$ cat src/rtl/ysyx_22050612_pkg.sv
// Shared decode definitions for the ysyx_22050612 core: op codes, immediate
// formats, RISC-V encoding constants and the format-selection helper.
package ysyx_22050612_pkg;

  typedef enum logic [5:0] {
    OP_NONE    = 6'd0,
    OP_ILLEGAL = 6'd1,
    OP_LUI     = 6'd2,
    OP_AUIPC   = 6'd3,
    OP_JAL     = 6'd4,
    OP_JALR    = 6'd5,
    OP_BEQ     = 6'd6,
    OP_BNE     = 6'd7,
    OP_LW      = 6'd8,
    OP_LD      = 6'd9,
    OP_SD      = 6'd10,
    OP_ADDI    = 6'd11,
    OP_SLTIU   = 6'd12,
    OP_ADDIW   = 6'd13,
    OP_SRAI    = 6'd14,
    OP_ADD     = 6'd15,
    OP_SUB     = 6'd16,
    OP_ADDW    = 6'd17,
    OP_EBREAK  = 6'd18
  } op_e;

  typedef enum logic [2:0] {
    IMM_I,
    IMM_S,
    IMM_B,
    IMM_U,
    IMM_J,
    IMM_NONE
  } imm_fmt_e;

  localparam logic [6:0] OPC_LUI     = 7'b0110111;
  localparam logic [6:0] OPC_AUIPC   = 7'b0010111;
  localparam logic [6:0] OPC_JAL     = 7'b1101111;
  localparam logic [6:0] OPC_JALR    = 7'b1100111;
  localparam logic [6:0] OPC_BRANCH  = 7'b1100011;
  localparam logic [6:0] OPC_LOAD    = 7'b0000011;
  localparam logic [6:0] OPC_STORE   = 7'b0100011;
  localparam logic [6:0] OPC_OPIMM   = 7'b0010011;
  localparam logic [6:0] OPC_OPIMM32 = 7'b0011011;
  localparam logic [6:0] OPC_OP      = 7'b0110011;
  localparam logic [6:0] OPC_OP32    = 7'b0111011;
  localparam logic [6:0] OPC_SYSTEM  = 7'b1110011;

  localparam logic [2:0] F3_JALR  = 3'b000;
  localparam logic [2:0] F3_BEQ   = 3'b000;
  localparam logic [2:0] F3_BNE   = 3'b001;
  localparam logic [2:0] F3_LW    = 3'b010;
  localparam logic [2:0] F3_LD    = 3'b011;
  localparam logic [2:0] F3_SD    = 3'b011;
  localparam logic [2:0] F3_ADDI  = 3'b000;
  localparam logic [2:0] F3_SLTIU = 3'b011;
  localparam logic [2:0] F3_SRAI  = 3'b101;
  localparam logic [2:0] F3_ADD   = 3'b000;

  localparam logic [6:0] F7_BASE = 7'b0000000;
  localparam logic [6:0] F7_ALT  = 7'b0100000;
  // Upper six bits of an RV64 shift-immediate; inst[25] is shamt[5].
  localparam logic [5:0] F6_SRA  = 6'b010000;

  localparam logic [31:0] INST_EBREAK = 32'h00100073;

  function automatic imm_fmt_e imm_fmt_of(input op_e op);
    case (op)
      OP_JALR, OP_LW, OP_LD, OP_ADDI,
      OP_SLTIU, OP_ADDIW, OP_SRAI:  imm_fmt_of = IMM_I;
      OP_SD:                        imm_fmt_of = IMM_S;
      OP_BEQ, OP_BNE:               imm_fmt_of = IMM_B;
      OP_LUI, OP_AUIPC:             imm_fmt_of = IMM_U;
      OP_JAL:                       imm_fmt_of = IMM_J;
      default:                      imm_fmt_of = IMM_NONE;
    endcase
  endfunction

endpackage

$ cat src/rtl/ysyx_22050612_id_decode.sv
// Combinational instruction decoder: maps one instruction word to an op code,
// its sign-extended immediate and the illegal/ebreak flags.
module ysyx_22050612_id_decode
  import ysyx_22050612_pkg::*;
#(
  parameter int unsigned XLEN = 64
) (
  input  logic [31:0]     inst,
  output op_e             op,
  output logic [XLEN-1:0] imm,
  output logic            illegal,
  output logic            ebreak
);

  localparam bit IS64 = (XLEN == 64);

  logic [6:0]  opcode;
  logic [2:0]  funct3;
  logic [6:0]  funct7;
  logic [31:0] imm32;

  assign opcode = inst[6:0];
  assign funct3 = inst[14:12];
  assign funct7 = inst[31:25];

  always_comb begin
    op = OP_ILLEGAL;
    case (opcode)
      OPC_LUI:   op = OP_LUI;
      OPC_AUIPC: op = OP_AUIPC;
      OPC_JAL:   op = OP_JAL;
      OPC_JALR:  if (funct3 == F3_JALR) op = OP_JALR;
      OPC_BRANCH: begin
        if (funct3 == F3_BEQ)      op = OP_BEQ;
        else if (funct3 == F3_BNE) op = OP_BNE;
      end
      OPC_LOAD: begin
        if (funct3 == F3_LW)              op = OP_LW;
        else if (IS64 && funct3 == F3_LD) op = OP_LD;
      end
      OPC_STORE: if (IS64 && funct3 == F3_SD) op = OP_SD;
      OPC_OPIMM: begin
        case (funct3)
          F3_ADDI:  op = OP_ADDI;
          F3_SLTIU: op = OP_SLTIU;
          F3_SRAI: begin
            // RV32 has a 5-bit shamt, so inst[25] set is not a valid shift.
            if (inst[31:26] == F6_SRA && (IS64 || !inst[25])) op = OP_SRAI;
          end
          default: ;
        endcase
      end
      OPC_OPIMM32: if (IS64 && funct3 == F3_ADDI) op = OP_ADDIW;
      OPC_OP: begin
        if (funct3 == F3_ADD && funct7 == F7_BASE)     op = OP_ADD;
        else if (funct3 == F3_ADD && funct7 == F7_ALT) op = OP_SUB;
      end
      OPC_OP32: if (IS64 && funct3 == F3_ADD && funct7 == F7_BASE) op = OP_ADDW;
      OPC_SYSTEM: if (inst == INST_EBREAK) op = OP_EBREAK;
      default: ;
    endcase
  end

  always_comb begin
    imm32 = '0;
    case (imm_fmt_of(op))
      IMM_I: imm32 = {{20{inst[31]}}, inst[31:20]};
      IMM_S: imm32 = {{20{inst[31]}}, inst[31:25], inst[11:7]};
      IMM_B: imm32 = {{19{inst[31]}}, inst[31], inst[7], inst[30:25], inst[11:8], 1'b0};
      IMM_U: imm32 = {inst[31:12], 12'b0};
      IMM_J: imm32 = {{11{inst[31]}}, inst[31], inst[19:12], inst[20], inst[30:21], 1'b0};
      default: imm32 = '0;
    endcase
  end

  assign imm     = XLEN'($signed(imm32));
  assign illegal = (op == OP_ILLEGAL);
  assign ebreak  = (inst == INST_EBREAK);

endmodule

$ cat src/rtl/ysyx_22050612_id_stage.sv
// Registered decode stage between IFU and EXU with a two-entry skid buffer:
// M drives the outputs, S absorbs one extra accept under back-pressure.
module ysyx_22050612_id_stage
  import ysyx_22050612_pkg::*;
#(
  parameter int unsigned XLEN = 64
) (
  input  logic            clk,
  input  logic            rst,
  input  logic            flush,
  input  logic            in_valid,
  output logic            in_ready,
  input  logic [31:0]     in_inst,
  input  logic [XLEN-1:0] in_pc,
  output logic            out_valid,
  input  logic            out_ready,
  output logic [XLEN-1:0] out_pc,
  output op_e             out_op,
  output logic [XLEN-1:0] out_imm,
  output logic [4:0]      out_rd,
  output logic [4:0]      out_rs1,
  output logic [4:0]      out_rs2,
  output logic [5:0]      out_shamt,
  output logic            out_illegal,
  output logic            out_ebreak
);

  typedef struct packed {
    logic [XLEN-1:0] pc;
    op_e             op;
    logic [XLEN-1:0] imm;
    logic [4:0]      rd;
    logic [4:0]      rs1;
    logic [4:0]      rs2;
    logic [5:0]      shamt;
    logic            illegal;
    logic            ebreak;
  } entry_t;

  op_e             dec_op;
  logic [XLEN-1:0] dec_imm;
  logic            dec_illegal;
  logic            dec_ebreak;
  entry_t          dec_entry;

  entry_t m_q, m_d, s_q, s_d;
  logic   m_valid_q, m_valid_d, s_valid_q, s_valid_d;
  logic   accept, handoff;

  ysyx_22050612_id_decode #(
    .XLEN(XLEN)
  ) u_decode (
    .inst    (in_inst),
    .op      (dec_op),
    .imm     (dec_imm),
    .illegal (dec_illegal),
    .ebreak  (dec_ebreak)
  );

  always_comb begin
    dec_entry         = '0;
    dec_entry.pc      = in_pc;
    dec_entry.op      = dec_op;
    dec_entry.imm     = dec_imm;
    dec_entry.rd      = in_inst[11:7];
    dec_entry.rs1     = in_inst[19:15];
    dec_entry.rs2     = in_inst[24:20];
    dec_entry.shamt   = {(XLEN == 64) ? in_inst[25] : 1'b0, in_inst[24:20]};
    dec_entry.illegal = dec_illegal;
    dec_entry.ebreak  = dec_ebreak;
  end

  // in_ready comes straight from the S flag, so it never sees out_ready.
  assign in_ready = ~s_valid_q;
  assign accept   = in_valid & in_ready;
  assign handoff  = m_valid_q & out_ready;

  always_comb begin
    m_d       = m_q;
    s_d       = s_q;
    m_valid_d = m_valid_q;
    s_valid_d = s_valid_q;
    if (flush) begin
      m_valid_d = 1'b0;
      s_valid_d = 1'b0;
    end else begin
      if (handoff) begin
        if (s_valid_q) begin
          m_d       = s_q;
          s_valid_d = 1'b0;
        end else begin
          m_valid_d = 1'b0;
        end
      end
      // S full blocks accept, so a refill from S and a new accept never collide.
      if (accept) begin
        if (!m_valid_q || handoff) begin
          m_d       = dec_entry;
          m_valid_d = 1'b1;
        end else begin
          s_d       = dec_entry;
          s_valid_d = 1'b1;
        end
      end
    end
  end

  always_ff @(posedge clk or posedge rst) begin
    if (rst) begin
      m_q       <= '0;
      s_q       <= '0;
      m_valid_q <= 1'b0;
      s_valid_q <= 1'b0;
    end else begin
      m_q       <= m_d;
      s_q       <= s_d;
      m_valid_q <= m_valid_d;
      s_valid_q <= s_valid_d;
    end
  end

  assign out_valid   = m_valid_q;
  assign out_pc      = m_q.pc;
  assign out_op      = m_q.op;
  assign out_imm     = m_q.imm;
  assign out_rd      = m_q.rd;
  assign out_rs1     = m_q.rs1;
  assign out_rs2     = m_q.rs2;
  assign out_shamt   = m_q.shamt;
  assign out_illegal = m_q.illegal;
  assign out_ebreak  = m_q.ebreak;

endmodule

$ cat config.mk
export PLATFORM = sky130hd
export DESIGN_NAME = ysyx_22050612_id_stage
export DESIGN_NICKNAME = d
export VERILOG_FILES = /design/src/rtl/ysyx_22050612_pkg.sv /design/src/rtl/ysyx_22050612_id_decode.sv /design/src/rtl/ysyx_22050612_id_stage.sv
export SDC_FILE = /design/constraint.sdc
export NUM_CORES = 1
export LEC_CHECK = 0
export BUFFER_PORTS_ARGS = -buffer_cell sky130_fd_sc_hd__buf_2
export CAP_MARGIN = 20
export CORE_MARGIN = 10
export CORE_UTILIZATION = 54
export DETAILED_ROUTE_END_ITERATION = 10
export PLACE_DENSITY = 0.8
export SLEW_MARGIN = 40
export SYNTH_ARGS = -nofsm -noshare
export SYNTH_HDL_FRONTEND = slang
export SYNTH_SLANG_ARGS = --single-unit
$ cat constraint.sdc
create_clock -name clk -period 13.7 [get_ports clk]
set_clock_uncertainty 0.1 [all_clocks]
set_input_delay 2.74 -clock clk [delete_from_list [all_inputs] [get_ports clk]]
set_output_delay 2.74 -clock clk [all_outputs]
set_load 0.01 [all_outputs]
== After elaboration in Yosys (flattened, before gate mapping) ==
Memories as Yosys holds them, arrays and structs flattened.
Index checks and enable logic that the tools add are counted.

* ROM bits: 48
* Latch bits: 0
* RAM bits: 0
* Memories kept: 1
* Register bits: 284
* Word-level logic and storage cells: 88
* Output and inout port bits: 159

* Divide/modulo/power cells: 0
* Reductions and logical operators: 9
* Multipliers: 0
* Equality and inequality tests: 24
* Muxes and demuxes: 29
* Add/subtract/negate cells: 0
* Shift operators: 0
* Bitwise gates (word level): 5
* $lt $le $gt $ge: 0

{| class="wikitable"
|+ Memory list
! memory !! depth !! bits a word !! read ports !! clocked after Yosys merged registers in !! wr ports !! RTL line !! text
|-
| (name not given) || 16 || 3 || 1 || 0 || 0 || ysyx_22050612_pkg.sv:68 || <nowiki>case (op)</nowiki>
|}

{| class="wikitable"
|+ Operators with widths
! operator !! count
|-
| two-way mux 157 bit || 4
|-
| case mux 32 bit (5 select lines) || 1
|-
| case mux 6 bit (12 select lines) || 1
|-
| == test 7 x 6 -> 1 bit (second input constant) || 5
|-
| == test 32 x 21 -> 1 bit (second input constant) || 1
|-
| == test 7 bit (second input constant) || 4
|-
| == test 7 x 5 -> 1 bit (second input constant) || 3
|-
| two-way mux 6 bit || 3
|-
| case mux 6 bit (3 select lines) || 1
|-
| two-way mux 4 bit || 4
|-
| two-way mux 5 bit || 3
|-
| == test 3 x 2 -> 1 bit (second input constant) || 4
|-
| two-way mux 1 bit || 9
|-
| two-way mux 3 bit || 3
|-
| == test 7 x 2 -> 1 bit (second input constant) || 1
|-
| zero test 7 bit || 1
|-
| == test 3 x 1 -> 1 bit (second input constant) || 2
|-
| == test 3 bit (second input constant) || 2
|-
| == test 6 x 1 -> 1 bit (second input constant) || 1
|-
| == test 6 x 5 -> 1 bit (second input constant) || 1
|-
| zero test 3 bit || 2
|-
| NOT 1 bit || 3
|-
| AND reduction 3 bit || 1
|-
| bitwise AND 1 bit || 2
|-
| 4 further kinds || 5
|}

== Longest topological paths before layout ==
* Depth after elaboration: 11
* Gate-level depth with buffers: 10
* Depth with buffers taken out: 7

== Cells and area by module ==
Synthesis repeated with hierarchy kept, for this count alone.

* Cell total of the unflattened synthesis: 1048
* Area total of the unflattened synthesis: 14462.6 um^2

{| class="wikitable"
|+ Modules (own cells, without submodules)
! module !! times used !! sequential area each (um^2) !! cells each !! area an instance (um^2)
|-
| ysyx_22050612_id_stage || 1 || 7782.5 || 856 || 13180.1
|-
| ysyx_22050612_id_decode || 1 || 0.0 || 192 || 1282.5
|}

== Least setup slack after synthesis ==
OpenSTA, ideal clock, no wires.

* Path kind: input to register
* From: input in_inst[26]
* To: register m_q, in the netlist out_imm[20]
* Arrival: 4.843 ns
* Stages on the path: 8
* Setup slack: 8.626 ns
* Path through: or4_4 > nor4_2 > a21boi_1 > nor4_4 > nand3_4 > a21oi_4 > buf_6 > o21ai_1

* Cells in the longest elaborated chain, start to end: 11

{| class="wikitable"
|+ RTL lines
! item !! RTL line !! text
|-
| start, declared || ysyx_22050612_id_stage.sv:13 || <nowiki>input logic [31:0] in_inst,</nowiki>
|-
| == test 7 x 6 -> 1 bit || ysyx_22050612_id_decode.sv:56 || <nowiki>else if (funct3 == F3_ADD && funct7 == F7_ALT) op = OP_SUB;</nowiki>
|-
| logical AND 1 bit || ysyx_22050612_id_decode.sv:56 ||
|-
| two-way mux 5 bit || ysyx_22050612_id_decode.sv:56 ||
|-
| two-way mux 6 bit || ysyx_22050612_id_decode.sv:55 || <nowiki>if (funct3 == F3_ADD && funct7 == F7_BASE) op = OP_ADD;</nowiki>
|-
| case mux 6 bit (12 select lines) * || ysyx_22050612_id_decode.sv:28 || <nowiki>case (opcode)</nowiki>
|-
| memory read (16 x 3 bit) or zero test 2 bit (tied branches) || n/a ||
|-
| two-way mux 3 bit * || ysyx_22050612_pkg.sv:68 ||
|-
| == test 3 bit (tied with other cells) || ysyx_22050612_id_decode.sv:66 || <nowiki>case (imm_fmt_of(op))</nowiki>
|-
| case mux 32 bit (5 select lines) * || ysyx_22050612_id_decode.sv:66 ||
|-
| two-way mux 157 bit * || ysyx_22050612_id_stage.sv:97 || <nowiki>if (!m_valid_q || handoff) begin</nowiki>
|-
| two-way mux 157 bit * || ysyx_22050612_id_stage.sv:96 || <nowiki>if (accept) begin</nowiki>
|-
| end signal, assigned || ysyx_22050612_id_stage.sv:115 || <nowiki>m_q <= m_d;</nowiki>
|-
| end, declared || ysyx_22050612_id_stage.sv:46 || <nowiki>entry_t m_q, m_d, s_q, s_d;</nowiki>
|}

Mark *: on every way between the ends. The rest lies on a longest branch, timed or not.
A chain may end at the register's enable or synchronous reset.

== Worst setup path in the final report ==
* From: input in_inst[26]
* To: register s_q[49] in the netlist's numbering

* Cells in the longest elaborated chain, start to end: 9

{| class="wikitable"
|+ RTL lines
! item !! RTL line !! text
|-
| == test 7 x 6 -> 1 bit || ysyx_22050612_id_decode.sv:56 ||
|-
| logical AND 1 bit || ysyx_22050612_id_decode.sv:56 ||
|-
| two-way mux 5 bit || ysyx_22050612_id_decode.sv:56 ||
|-
| two-way mux 6 bit || ysyx_22050612_id_decode.sv:55 ||
|-
| case mux 6 bit (12 select lines) || ysyx_22050612_id_decode.sv:28 ||
|-
| memory read (16 x 3 bit) or zero test 2 bit (tied branches) || n/a ||
|-
| two-way mux 3 bit || ysyx_22050612_pkg.sv:68 ||
|-
| == test 3 bit (tied with other cells) || ysyx_22050612_id_decode.sv:66 ||
|-
| case mux 32 bit (5 select lines) * || ysyx_22050612_id_decode.sv:66 ||
|-
| end signal, assigned || ysyx_22050612_id_stage.sv:111 || <nowiki>s_q <= '0;</nowiki>
|-
| end signal, assigned || ysyx_22050612_id_stage.sv:116 || <nowiki>s_q <= s_d;</nowiki>
|-
| end, declared || ysyx_22050612_id_stage.sv:46 ||
|}

Marks and branches as above.

==> flow_summary.ini <==
[run_status]
status = completed

[critical_path]
critPathKind = in2reg
cp-start-kind = input pin
crit_required_ns = 14.00
critPathCaptureType = flop
worstPathArrival_ns = 5.61
critPathMaxFanout = 19

[final_layout]
fill_cells = 1682
area_delta_synth_final_pct = 21.2
final_layout_size_suffix_gt1_frac = 0.244
final_core_util = 0.669
nNetsFinal = 1553

[routing]
drc_errors = 0
drt_iter0_drc = 1338
num_vias = 10056
routed_via_density = 5.75
drt_pass1_iterations = 8
wl_mm = 33.5
ant_nets = 0
post_drt_wl_per_cell_um = 19.2

[sta]
finalMaxSlewViolations = 0
max_slew_margin = 0.502
rsz0062_at_grt = false
min_period_ns = 5.31
layout_setup_ws_ns = 8.39
tightest_slew_ns = 0.746
min_period_over_period = 0.388
tns_ns = 0
finalHoldViolations = 0
fmax_mhz = 188
finalSetupViolCount = 0

[yosys]
syn_area_um2 = 11700
syn_inst = 1241
synthFlopType = dfrtp_1
synth.distinct_cells = 63
yosysWarnings = 0
avgSynthCellArea_um2 = 9.41
yosysSeqAreaShare = 0.596
synth_edf_count = 0
ys_ff_latch = 278
async_flop_share = 1.00
syn-num-nets = 1342

[floorplan]
dieArea_um2 = 27900
io_pins = 260
start_util = 0.552
core_um2 = 21200
num_rows = 53
die_x_um = 167
die_y_um = 167

[grt]
grt_pass1_wl_mm = 53.9
antenna_found_initial = 1
grt_usage = 0.230
grt_pass1_vias = 10158
grt_start_max_net_pins = 115
grt_overflow = 0

[clock_tree]
cts_hold_buf = 0
cts_tree = built
clk_latency_ns = 0.54
clkSlewWorstSetupHoldPaths_ns = 0.06
post_cts_buffers = 0
clockBufferDepth = 3
cts-root-buf = clkbuf_16
cts_sinks = 278
cts_resized = 0
htreeDepth = 1
cts_inserted_buffers = 29

[power]
powerDensity_nw_per_um2 = 151
vdd.ir_drop.worst_mv = 0.105
power.total_mw = 2.14
p_leak_nw = 7.12

[placement]
dpl.hpwl_mm = 21.7
gp_congestion = 0.900
portBuffers = 259
place_ws_ns = 7.88

[hold_path]
hold_path_class = reg2reg

[flow_run]
maxCapViolations = 0
## critical path, stage by stage
cell and delay [ns]:
buf_2 0.13, or4_4 0.59, nor4_2 0.36, a21boi_1 0.16
nor4_4 0.49, nand3_4 0.23, a21oi_4 0.57, buf_16 0.23
o21ai_0 0.10
## metrics by stage
step | std cells | hold slack, ns | cell area (um2)
floorplan | 1241 | 0.346 | 11700
global placement | 1694 | 0.357 | 13100
detailed placement | 1695 | 0.361 | 13100
CTS | 1747 | 0.374 | 14100
global route | 1748 | 0.395 | 14100
finish | 1750 | 0.371 | 14100
## layout by cell type, fill, tap and decap left out, drive strengths merged, types with 10 or more instances in the layout
cell type	n
nand3	49
o21a	10
dfrtp	278
a21oi	26
buf	272
nor2	176
o22ai	81
clkbuf	42
o21ai	52
a22o	11
nand2	331
a22oi	29
## flip-flops by register name, summed over array words and instances, names as in the netlist
signal       flops
out_pc          64
out_illegal      1
out_rd           5
out_rs2          5
out_shamt        6
out_rs1          5
out_imm         64
out_valid        1
s_valid_q        1
out_op           6
s_q            119
out_ebreak       1
## metal layers
layer,GRT usage,part of all wire,vias to the layer above
li1,-,-,4657
met1,0.300,0.41,4914
met2,0.368,0.48,421
met3,0.0555,0.078,64
met4,0.0764,0.029,0
met5,0,0,-
## layout make-up
| type | count | area, um2 | share of cell area |
|---|---|---|---|
| multi-input cells | 865 | 4360 | 0.308 |
| clock buffers | 42 | 875 | 0.0618 |
| diodes | 2 | 5.00 | 0.000354 |
| clock inverters | 10 | 130 | 0.00920 |
| inverters | 6 | 35.0 | 0.00248 |
| flip-flops and latches | 278 | 6960 | 0.492 |
| repair buffers | 272 | 1440 | 0.102 |
| well taps | 275 | 344 | 0.0243 |
## power breakdown
part	total (mW)	switching, mW	internal, mW
Combinational	0.306	0.189	0.117
Clock	0.814	0.318	0.496
Sequential	1.02	0.0715	0.950
## cell families after synthesis
kind of cell / synth area share
AOI/OAI and AO/OA: 0.145
xor gates and xnor gates: 0.000750
buffers and inverters: 0.0348
DFF: 0.596
and+or+nand+nor: 0.223
## synthesized netlist by cell type (2+ instances only)
cell type	number	area share
a211o_1	2	0.0015
a211oi_1	2	0.0013
a21boi_0	2	0.0013
a21oi_1	24	0.010
a21oi_4	2	0.0028
a222oi_1	8	0.0069
a22o_1	11	0.0083
a22oi_1	29	0.019
a31oi_1	9	0.0048
a32oi_1	4	0.0030
and3_1	3	0.0016
and4_1	2	0.0015
buf_1	11	0.0035
buf_6	5	0.0048
clkbuf_1	75	0.024
dfrtp_1	278	0.60
inv_1	6	0.0019
nand2_1	331	0.11
nand2b_1	7	0.0038
nand3_1	47	0.020
nand3b_1	2	0.0013
nand4_1	6	0.0032
nand4b_1	2	0.0015
nor2_1	176	0.057
nor2b_1	2	0.0011
nor3_1	8	0.0034
nor4_1	7	0.0038
o21a_1	10	0.0064
o21ai_0	19	0.0081
o21ai_1	21	0.0090
o21ai_2	12	0.0090
o22ai_1	81	0.043
or2_2	3	0.0016
or2b_1	2	0.0013
or3_1	4	0.0021
## worst paths after layout
kind | from | to | slack (ns) | cells after the start
worst min-delay path | out_imm[31]$_DFFE_PP0N_ | out_imm[31]$_DFFE_PP0N_ | 0.37 | 2
max in group asynchronous | rst | s_q[116]$_DFFE_PP0P_ | 10.16 | 3
worst max register to register | out_valid$_DFF_PP0_ | out_pc[43]$_DFFE_PP0N_ | 10.71 | 7
worst max-delay path | in_inst[26] | s_q[49]$_DFFE_PP0P_ | 8.39 | 9
min in group asynchronous | rst | out_pc[27]$_DFFE_PP0N_ | 2.14 | 2
worst min register to register | out_imm[31]$_DFFE_PP0N_ | out_imm[31]$_DFFE_PP0N_ | 0.37 | 2
(Power assumes the default switching activity.)
